--- src/rtl/threshold_pipe.sv ---
// -----------------------------------------------------------------------------
// threshold_pipe
//
// Two-stage pixel pipeline that picks one channel from a packed multi-channel
// pixel and flags it when it lies strictly between a lower and an upper bound.
// Channel select and bounds are written into a shadow set at any time. They
// are copied into the active set on the first pixel of a frame, so a frame
// always sees one consistent configuration.
//
// Optional feature (macro THRESH_COUNT_EN): a per-frame counter of masked
// pixels. It is reported on count_out with a one-cycle count_valid_out pulse
// after the last pixel of the frame leaves the pipeline. Without the macro,
// count_out and count_valid_out are tied to 0.
//
// Ports
//   clk_in          clock, all state on the rising edge
//   rst_n_in        asynchronous active-low reset
//   valid_in        pixel qualifier
//   sof_in/eof_in   first/last pixel of frame (only meaningful with valid_in)
//   ch_in           NUM_CH packed channels, channel k at [k*WIDTH +: WIDTH]
//   sel_in          channel select (captured on cfg_load_in)
//   lower_in        lower bound    (captured on cfg_load_in)
//   upper_in        upper bound    (captured on cfg_load_in)
//   cfg_load_in     strobe writing sel/bounds into the shadow set
//   valid_out       pixel qualifier, 2 cycles after valid_in
//   sof_out         first pixel of frame, aligned with valid_out
//   eof_out         last pixel of frame, aligned with valid_out
//   mask_out        (ch > lower) && (ch < upper), forced 0 when not valid
//   channel_out     selected channel, updated only by valid pixels
//   count_out       masked-pixel count of the last completed frame
//   count_valid_out one-cycle pulse when count_out is refreshed
// -----------------------------------------------------------------------------
module threshold_pipe #(
    parameter int WIDTH  = 4,
    parameter int NUM_CH = 8,
    parameter int CNT_W  = 17
) (
    input  logic                        clk_in,
    input  logic                        rst_n_in,
    input  logic                        valid_in,
    input  logic                        sof_in,
    input  logic                        eof_in,
    input  logic [NUM_CH*WIDTH-1:0]     ch_in,
    input  logic [$clog2(NUM_CH)-1:0]   sel_in,
    input  logic [WIDTH-1:0]            lower_in,
    input  logic [WIDTH-1:0]            upper_in,
    input  logic                        cfg_load_in,
    output logic                        valid_out,
    output logic                        sof_out,
    output logic                        eof_out,
    output logic                        mask_out,
    output logic [WIDTH-1:0]            channel_out,
    output logic [CNT_W-1:0]            count_out,
    output logic                        count_valid_out
);

    localparam int SEL_W = $clog2(NUM_CH);

    // Shadow and active configuration sets
    logic [SEL_W-1:0] sh_sel_reg,   act_sel_reg;
    logic [WIDTH-1:0] sh_lower_reg, act_lower_reg;
    logic [WIDTH-1:0] sh_upper_reg, act_upper_reg;

    logic             frame_start;
    logic [SEL_W-1:0] eff_sel;
    logic [WIDTH-1:0] eff_lower;
    logic [WIDTH-1:0] eff_upper;
    logic [WIDTH-1:0] pick_ch;

    // Stage-1 registers
    logic             s1_valid_reg;
    logic             s1_sof_reg;
    logic             s1_eof_reg;
    logic [WIDTH-1:0] s1_ch_reg;
    logic [WIDTH-1:0] s1_lower_reg;
    logic [WIDTH-1:0] s1_upper_reg;

    assign frame_start = valid_in && sof_in;

    // The sof pixel must already use the configuration being copied into the
    // active set on this edge, so bypass the shadow straight to stage 1.
    assign eff_sel   = frame_start ? sh_sel_reg   : act_sel_reg;
    assign eff_lower = frame_start ? sh_lower_reg : act_lower_reg;
    assign eff_upper = frame_start ? sh_upper_reg : act_upper_reg;

    // Select decode. A select value with no matching channel (possible when
    // NUM_CH is not a power of two) leaves the default of 0.
    always_comb begin
        pick_ch = '0;
        for (int k = 0; k < NUM_CH; k++) begin
            if (eff_sel == SEL_W'(k)) begin
                pick_ch = ch_in[k*WIDTH +: WIDTH];
            end
        end
    end

    // Configuration registers. When a load coincides with sof, the active set
    // receives the old shadow; the new shadow waits for the next frame.
    always_ff @(posedge clk_in or negedge rst_n_in) begin
        if (!rst_n_in) begin
            sh_sel_reg    <= '0;
            sh_lower_reg  <= '0;
            sh_upper_reg  <= '1;
            act_sel_reg   <= '0;
            act_lower_reg <= '0;
            act_upper_reg <= '1;
        end else begin
            if (cfg_load_in) begin
                sh_sel_reg   <= sel_in;
                sh_lower_reg <= lower_in;
                sh_upper_reg <= upper_in;
            end
            if (frame_start) begin
                act_sel_reg   <= sh_sel_reg;
                act_lower_reg <= sh_lower_reg;
                act_upper_reg <= sh_upper_reg;
            end
        end
    end

    // Stage 1: channel select. The bounds travel with the pixel, so a
    // following frame's sof cannot change the compare of a pixel in flight.
    always_ff @(posedge clk_in or negedge rst_n_in) begin
        if (!rst_n_in) begin
            s1_valid_reg <= 1'b0;
            s1_sof_reg   <= 1'b0;
            s1_eof_reg   <= 1'b0;
            s1_ch_reg    <= '0;
            s1_lower_reg <= '0;
            s1_upper_reg <= '0;
        end else begin
            s1_valid_reg <= valid_in;
            s1_sof_reg   <= frame_start;
            s1_eof_reg   <= valid_in && eof_in;
            s1_ch_reg    <= pick_ch;
            s1_lower_reg <= eff_lower;
            s1_upper_reg <= eff_upper;
        end
    end

    // Stage 2: strict window compare; lower >= upper can never pass.
    always_ff @(posedge clk_in or negedge rst_n_in) begin
        if (!rst_n_in) begin
            valid_out   <= 1'b0;
            sof_out     <= 1'b0;
            eof_out     <= 1'b0;
            mask_out    <= 1'b0;
            channel_out <= '0;
        end else begin
            valid_out <= s1_valid_reg;
            sof_out   <= s1_sof_reg;
            eof_out   <= s1_eof_reg;
            mask_out  <= s1_valid_reg && (s1_ch_reg > s1_lower_reg)
                                      && (s1_ch_reg < s1_upper_reg);
            if (s1_valid_reg) begin
                channel_out <= s1_ch_reg;
            end
        end
    end

`ifdef THRESH_COUNT_EN
    logic [CNT_W-1:0] acc_reg;
    logic [CNT_W-1:0] count_reg;
    logic             count_valid_reg;
    logic             framed_reg;      // inside a frame whose sof was seen
    logic [CNT_W-1:0] acc_base;
    logic [CNT_W-1:0] acc_next;

    // sof restarts the count with that pixel included; saturate at all-ones.
    always_comb begin
        acc_base = sof_out ? '0 : acc_reg;
        acc_next = acc_base;
        if (mask_out && (acc_base != '1)) begin
            acc_next = acc_base + CNT_W'(1);
        end
    end

    // Pixels outside a frame opened by sof_out (e.g. the tail of a frame cut
    // by reset) are ignored, so no partial count is ever reported.
    always_ff @(posedge clk_in or negedge rst_n_in) begin
        if (!rst_n_in) begin
            acc_reg         <= '0;
            count_reg       <= '0;
            count_valid_reg <= 1'b0;
            framed_reg      <= 1'b0;
        end else begin
            count_valid_reg <= 1'b0;
            if (valid_out && (sof_out || framed_reg)) begin
                if (eof_out) begin
                    count_reg       <= acc_next;
                    count_valid_reg <= 1'b1;
                    acc_reg         <= '0;
                    framed_reg      <= 1'b0;
                end else begin
                    acc_reg    <= acc_next;
                    framed_reg <= 1'b1;
                end
            end
        end
    end

    assign count_out       = count_reg;
    assign count_valid_out = count_valid_reg;
`else
    assign count_out       = '0;
    assign count_valid_out = 1'b0;
`endif

endmodule

--- config.mk ---
export PLATFORM = sky130hd
export DESIGN_NAME = threshold_pipe
export DESIGN_NICKNAME = d
export VERILOG_FILES = /design/src/rtl/threshold_pipe.sv
export SDC_FILE = /design/constraint.sdc
export NUM_CORES = 1
export LEC_CHECK = 0
export CAP_MARGIN = 10
export CORE_UTILIZATION = 44
export DETAILED_ROUTE_END_ITERATION = 7
export GPL_TIMING_DRIVEN = 0
export HOLD_SLACK_MARGIN = 0.02
export PLACE_DENSITY = 0.79
export SYNTH_ARGS = -nofsm -noshare
export SYNTH_HDL_FRONTEND = slang
export SYNTH_SLANG_ARGS = --single-unit
--- constraint.sdc ---
create_clock -name clk_in -period 1.7 [get_ports clk_in]
set_input_delay 0.255 -clock clk_in [delete_from_list [all_inputs] [get_ports clk_in]]
set_output_delay 0.255 -clock clk_in [all_outputs]
set_load 0.005 [all_outputs]
==> results of run 1 <==
## layout by cell type (no fill, tap or decap), drive strengths merged, types with 3 or more instances in the layout
| cell type | netlist | final |
|---|---|---|
| a21o | 3 | 3 |
| nand2b | 3 | 3 |
| inv | 10 | 10 |
| conb | 1 | 18 |
| mux2i | 8 | 8 |
| a211oi | 3 | 3 |
| ha | 7 | 7 |
| o2111ai | 3 | 3 |
| clkdlybuf4s50 | 0 | 53 |
| mux2 | 21 | 21 |
| clkbuf | 2 | 10 |
| dfstp | 8 | 8 |
| a32oi | 3 | 3 |
| buf | 21 | 26 |
| nand4 | 8 | 8 |
| dfrtp | 33 | 33 |
| o21ai | 13 | 13 |
| nand2 | 8 | 8 |
| nand3 | 3 | 3 |
## report_power, final
group          switching (mW)  leakage [nW]  internal (mW)
Clock                   0.298        0.0455          0.331
Combinational           0.403         0.772          0.527
Sequential              0.103         0.484           1.18
Total                   0.804          1.30           2.04
## final timing paths
kind	cells after the start	slack [ns]	startpoint	endpoint
min in group clk_in	1	0.34	valid_in	s1_valid_reg$_DFF_PN0_
setup reg to reg	5	0.20	s1_ch_reg[1]$_DFF_PN0_	mask_out$_DFF_PN0_
hold reg to reg	0	0.35	s1_sof_reg$_DFF_PN0_	sof_out$_DFF_PN0_
max in group asynchronous	1	1.08	rst_n_in	act_sel_reg[1]$_DFF_PN0_
setup / recovery	7	0.15	valid_in	s1_ch_reg[1]$_DFF_PN0_
hold / removal	1	0.07	rst_n_in	s1_lower_reg[1]$_DFFE_PN0N_
## kinds of logic after synthesis
logic type / count (synthesis) / synth area share, %
AO/OA/AOI/OAI: 31 / 10.01
adder cells (fa/ha/maj): 7 / 4.297
buffers and inverters: 33 / 10.01
flip-flops: 41 / 50.83
multiplexers: 29 / 16.51
other: 1 / 0.1840
AND/OR/NAND/NOR: 28 / 8.165
## worst register-to-register path: cells and delay by family, from the launching register on
kind / cells / cell delay (ns)
compound gates: 3 / 0.60
flops: 1 / 0.41
fa+ha+maj: 1 / 0.30
simple gates: 1 / 0.10
## per-stage QoR
stage                     cells  TNS (ns)
after floorplan             187         0
after global routing        307         0
after global placement      295    -22.02
final                       307         0
after CTS                   307         0
after detailed placement    295    -2.458
## cell type report
class,count,area share [%]
Buffer,23,5.787
Sequential cell,41,36.30
Inverter,10,1.403
Clock buffer,8,3.157
Multi-Input combinational cell,113,30.64
Timing Repair Buffer,60,20.43
Tap cell,52,2.280
## what timing repair did
item,4_1_cts,5_1_grt
endpoints found under the hold margin,0,0
buffers inserted,4,0
hold buffers,0,0
endpoints found under the setup margin,4,0
gates resized for setup,5,0
## per-layer routing
layer / vias up / routed length [um] / GRT usage [%]
met5: - / 0 / 0
met4: 0 / 59 / 6.000
met3: 8 / 130 / 3.608
met2: 33 / 2090 / 29.91
met1: 718 / 1751 / 22.16
li1: 744 / - / -
==> results.yml, run 1 <==
status:
  status: "finished clean"
finish:
  layout-drive-gt1-share_pct: 27.45
  fillerInstances: 363
  register_area_sq_um: 1036
  nNetsFinal: 310
  multiInputGateArea_sq_um: 874.6
  syn2layout_area_growth_pct: 40.02
  diodes: 0
  final_core_util_pct: 64.65
  finish.instance_area_sq_um: 2854
logic_synthesis:
  synth_edf_count: 0
  synth_most_common_cell: "dfrtp_1"
  post_synth_most_frequent_cells: "dfrtp_1 (33), mux2_2 (20), buf_4 (18)"
  synth_cell_types: 38
  synth_top_area_cell: "dfrtp_1"
  ys_warn_count: 0
  synthCells: 170
  yosysTopAreaCellShare_pct: 40.52
  ys.flop_type: "dfrtp_1"
  avgSynthCellArea_sq_um: 11.99
  synthTopCellsByArea: "dfrtp_1 (41%), mux2_2 (11%), dfstp_2 (10%)"
  synth-seq-area-share_pct: 50.83
  async_reset_ff_share_pct: 100.0
  ys_seq_elements: 41
  synth_area_sq_um: 2038
worst_setup_path:
  criticalPathCategory: "in2reg"
  required_ns: 1.86
  cp_max_fo: 10
  cp_top_family: "compound AO/OA/AOI/OAI gates"
  setup.worst_path.end_class: "flop"
  cp_cell_sequence: "dlygate4sd2_1, nand2_4, mux2_4, buf_6, a211oi_1, o21ai_1, o22a_1"
  slowest_delay_ns: 0.36
  cp.arrival_ns: 1.72
  crit_buf_inv: 2
  critPathLaunchType: "input port"
  critPathSlowestCell: "mux2_4"
placement:
  post-place-ws_ns: -0.5148
  place_area_sq_um: 2723
  hpwl_um: 3082
  place.gp.congestion: 0.8592
  port-buffer-count: 56
floorplan:
  die_area_sq_um: 4908
  ios: 75
  start_util_pct: 46.17
  die_w_um: 70.06
  rows: 24
  die_h_um: 70.06
  core_area_sq_um: 4414
timing:
  tightest_slew_ns: 0.8579
  finalSetupViolations: 0
  grt_setup_unrepaired: "no"
  finalHoldViolations: 0
  drv_slew: 0
  slew-limit-headroom_pct: 42.81
  max_freq_mhz: 643.4
  fin_ws_ns: 0.1458
  clock-skew-final_ns: 0.01075
  min_period_over_period_pct: 91.42
  hold-worst-slack_ns: 0.07443
  min_period_ns: 1.554
global_route:
  grt_overflow: 0
  first_global_vias: 1544
  grt_start_max_net_pins: 42
  grt_pass1_wl_um: 6844
  gr-usage-all-layers_pct: 17.56
  antenna_found_initial: 0
clock_tree:
  h-tree-depth: 2
  clk_latency_ns: 0.29
  clk_path_buf_depth: 2
  cts_tree: "built"
  cts_buffers: 5
  cts_sinks: 41
  cts_root_buf: "clkbuf_8"
  path_clk_slew_ns: 0.08
route:
  wire_per_inst_um: 13.13
  postRouteAntennaNets: 0
  drt-total-wl_um: 4032
  drtPass1Iterations: 4
  drt_iter0_drc: 70
  avgViaCountPerCell: 4.896
  drcViolationCount: 0
  dr_total_vias: 1503
min_path:
  worstHoldPathType: "in2async"
pwr:
  power.density_nw_per_um2: 996.2
  finalPower_mw: 2.843
  leakagePower_nw: 1.301
  ir_drop_mv: 0.5581
flow_run:
  maxCapViolCount: 0
(Power assumes the default switching activity.)
==> run 2: changes to the inputs <==
--- a/config.mk
+++ b/config.mk
@@ -6,11 +6,14 @@
 export NUM_CORES = 1
 export LEC_CHECK = 0
 export CAP_MARGIN = 10
-export CORE_UTILIZATION = 44
+export CELL_PAD_IN_SITES_DETAIL_PLACEMENT = 1
+export CELL_PAD_IN_SITES_GLOBAL_PLACEMENT = 2
+export CORE_UTILIZATION = 27
 export DETAILED_ROUTE_END_ITERATION = 7
 export GPL_TIMING_DRIVEN = 0
 export HOLD_SLACK_MARGIN = 0.02
-export PLACE_DENSITY = 0.79
+export PLACE_DENSITY_LB_ADDON = 0.1
+export SLEW_MARGIN = 20
 export SYNTH_ARGS = -nofsm -noshare
 export SYNTH_HDL_FRONTEND = slang
 export SYNTH_SLANG_ARGS = --single-unit
==> run 2 against run 1 <==
First-iteration DRC count rose by 13%. Utilization down 24 points. Hold slack improved by 0.26 ns. Total power is 0.25% lower. Routed wire length is 13% higher. Count of clock-buffer cells in the layout decreased by 1. Critical endpoint unchanged. Largest power group unchanged.
==> results.yml, run 2 (synthesis gave the netlist of run 1 again) <==
timing:
  finalHoldViolations: 0
  min_period_ns: 1.546
  drv_slew: 0
  hold-worst-slack_ns: 0.3353
  tightest_slew_ns: 0.5696
  max_freq_mhz: 647.0
  min_period_over_period_pct: 90.92
  grt_setup_unrepaired: "no"
  clock-skew-final_ns: 0.01147
  finalSetupViolations: 0
  slew-limit-headroom_pct: 62.03
pwr:
  combPwrFrac_pct: 33.2
  p_int_mw: 2.006
  power.density_nw_per_um2: 967.8
  p_clk_share_pct: 21.5
  ir_drop_mv: 0.4396
  p_switching_mw: 0.8296
  finalPower_mw: 2.836
  leakagePower_nw: 1.307
  p_sw_share_pct: 29.25
  pwr-share-seq_pct: 45.3
worst_setup_path:
  rr_worst_depth: 5
  criticalPathCategory: "in2reg"
  cp_max_fo: 10
  rrSetupSlack_ns: 0.23
  cp.arrival_ns: 1.72
  required_ns: 1.88
  critPathLaunchType: "input port"
  slowest_delay_ns: 0.35
  setup.worst_path.end_class: "flop"
  r2r-start: "sh_sel_reg[1]$_DFFE_PN0P_"
  crit_buf_inv: 2
  r2r_end: "s1_ch_reg[1]$_DFF_PN0_"
  cp_cell_sequence: "dlygate4sd2_1, nand2_4, mux2_4, buf_6, a221oi_1, a31oi_1, o22a_1"
  cp_top_family: "compound AO/OA/AOI/OAI gates"
  critPathSlowestCell: "mux2_4"
placement:
  port-buffer-count: 56
  place.gp.congestion: 0.6975
  place_area_sq_um: 2801
  hpwl_um: 3608
clock_tree:
  cts_sinks: 41
  cts_root_buf: "clkbuf_8"
  clk_path_buf_depth: 2
  cts_buffers: 5
  h-tree-depth: 2
  cts_tree: "built"
  path_clk_slew_ns: 0.08
  clk_latency_ns: 0.29
finish:
  final_cell_mix: "clkdlybuf4s50_1 (53), dfrtp_1 (33), buf_4 (21)"
  syn2layout_area_growth_pct: 43.77
  final_core_util_pct: 40.19
  finish.instance_area_sq_um: 2930
  layout.cells.most_common: "clkdlybuf4s50_1"
  layout-drive-gt1-share_pct: 27.34
  nNetsFinal: 311
  diodes: 0
floorplan:
  rows: 31
  die_h_um: 88.89
  core_area_sq_um: 7292
  ios: 75
  start_util_pct: 27.95
  die_w_um: 88.89
  die_area_sq_um: 7901
route:
  drcViolationCount: 0
  postRouteAntennaNets: 0
  drt_iter0_drc: 79
  wire_per_inst_um: 12.81
  dr_total_vias: 1523
  avgViaCountPerCell: 4.290
  drt-total-wl_um: 4549
  drtPass1Iterations: 4
global_route:
  grt_pass1_wl_um: 7162
  grt_overflow: 0
  grt_start_max_net_pins: 30
  antenna_found_initial: 0
  gr-usage-all-layers_pct: 12.09
  first_global_vias: 1489
status:
  status: "finished clean"
min_path:
  whs_endpoint: "s1_valid_reg$_DFF_PN0_"
  worstHoldPathType: "in2reg"
  holdPathStages: 1
  min-delay-start: "valid_in"
flow_run:
  maxCapViolCount: 0
-- run 2: what timing repair did --
item / in CTS / in global routing
resized for setup: 5 / 0
endpoints found under the setup margin: 4 / 0
hold buffers: 1 / 0
hold endpoints to repair: 12 / 0
setup buffers: 3 / 0
-- run 2: power by group through the flow --
stage               registers, mW  clock network [mW]  logic, mW
floorplan                    1.28                   0      0.542
global placement             1.30                   0      0.914
detailed placement           1.31                   0      0.935
CTS                          1.29               0.644      0.961
global route                 1.31               0.677       1.06
finish                       1.28               0.608      0.943
-- run 2: through the flow --
stage / instances / setup TNS, ns / setup WS, ns
floorplan: 187 / 0 / 0.2550
finish: 355 / 0 / 0.1544
global placement: 342 / -27.27 / -0.6699
global route: 355 / 0 / 0.05421
detailed placement: 343 / -3.281 / -0.5942
CTS: 355 / 0 / 0.1451
-- run 2: worst max path at each step --
stage	cells after the start	endpoint	slack [ns]	from
floorplan	6	s1_ch_reg[0]$_DFF_PN0_	0.25	valid_in
global placement	1	sh_sel_reg[2]$_DFFE_PN0P_	-0.67	rst_n_in
detailed placement	7	s1_ch_reg[1]$_DFF_PN0_	-0.59	valid_in
CTS	7	s1_ch_reg[1]$_DFF_PN0_	0.15	valid_in
global route	7	s1_ch_reg[2]$_DFF_PN0_	0.05	valid_in
finish	7	s1_ch_reg[1]$_DFF_PN0_	0.15	valid_in
-- run 2: metal layers --
layer	part of all wire (%)	vias up	track usage (%)
met4	0.73	0	3.666
met3	5.0	4	2.799
met5	0	-	0
met1	46	731	16.87
met2	48	41	18.60
li1	-	747	-
-- run 2: worst reg2reg max path: stages, from the launching register on --
cell      delay (ns)
dfrtp_1         0.39
mux2_4          0.31
buf_6           0.16
a221oi_1        0.21
a31oi_1         0.07
o22a_1          0.22
-- run 2: final cells by class --
type                            count  area (sq um)
Clock inverter                      1         8.758
Fill cell                         839          4362
Clock buffer                        7         76.32
Sequential cell                    41          1036
Multi-Input combinational cell    113         874.6
Tap cell                           99         123.9
Inverter                           10         40.04
Buffer                             23         165.2
Timing Repair Buffer               61         605.6
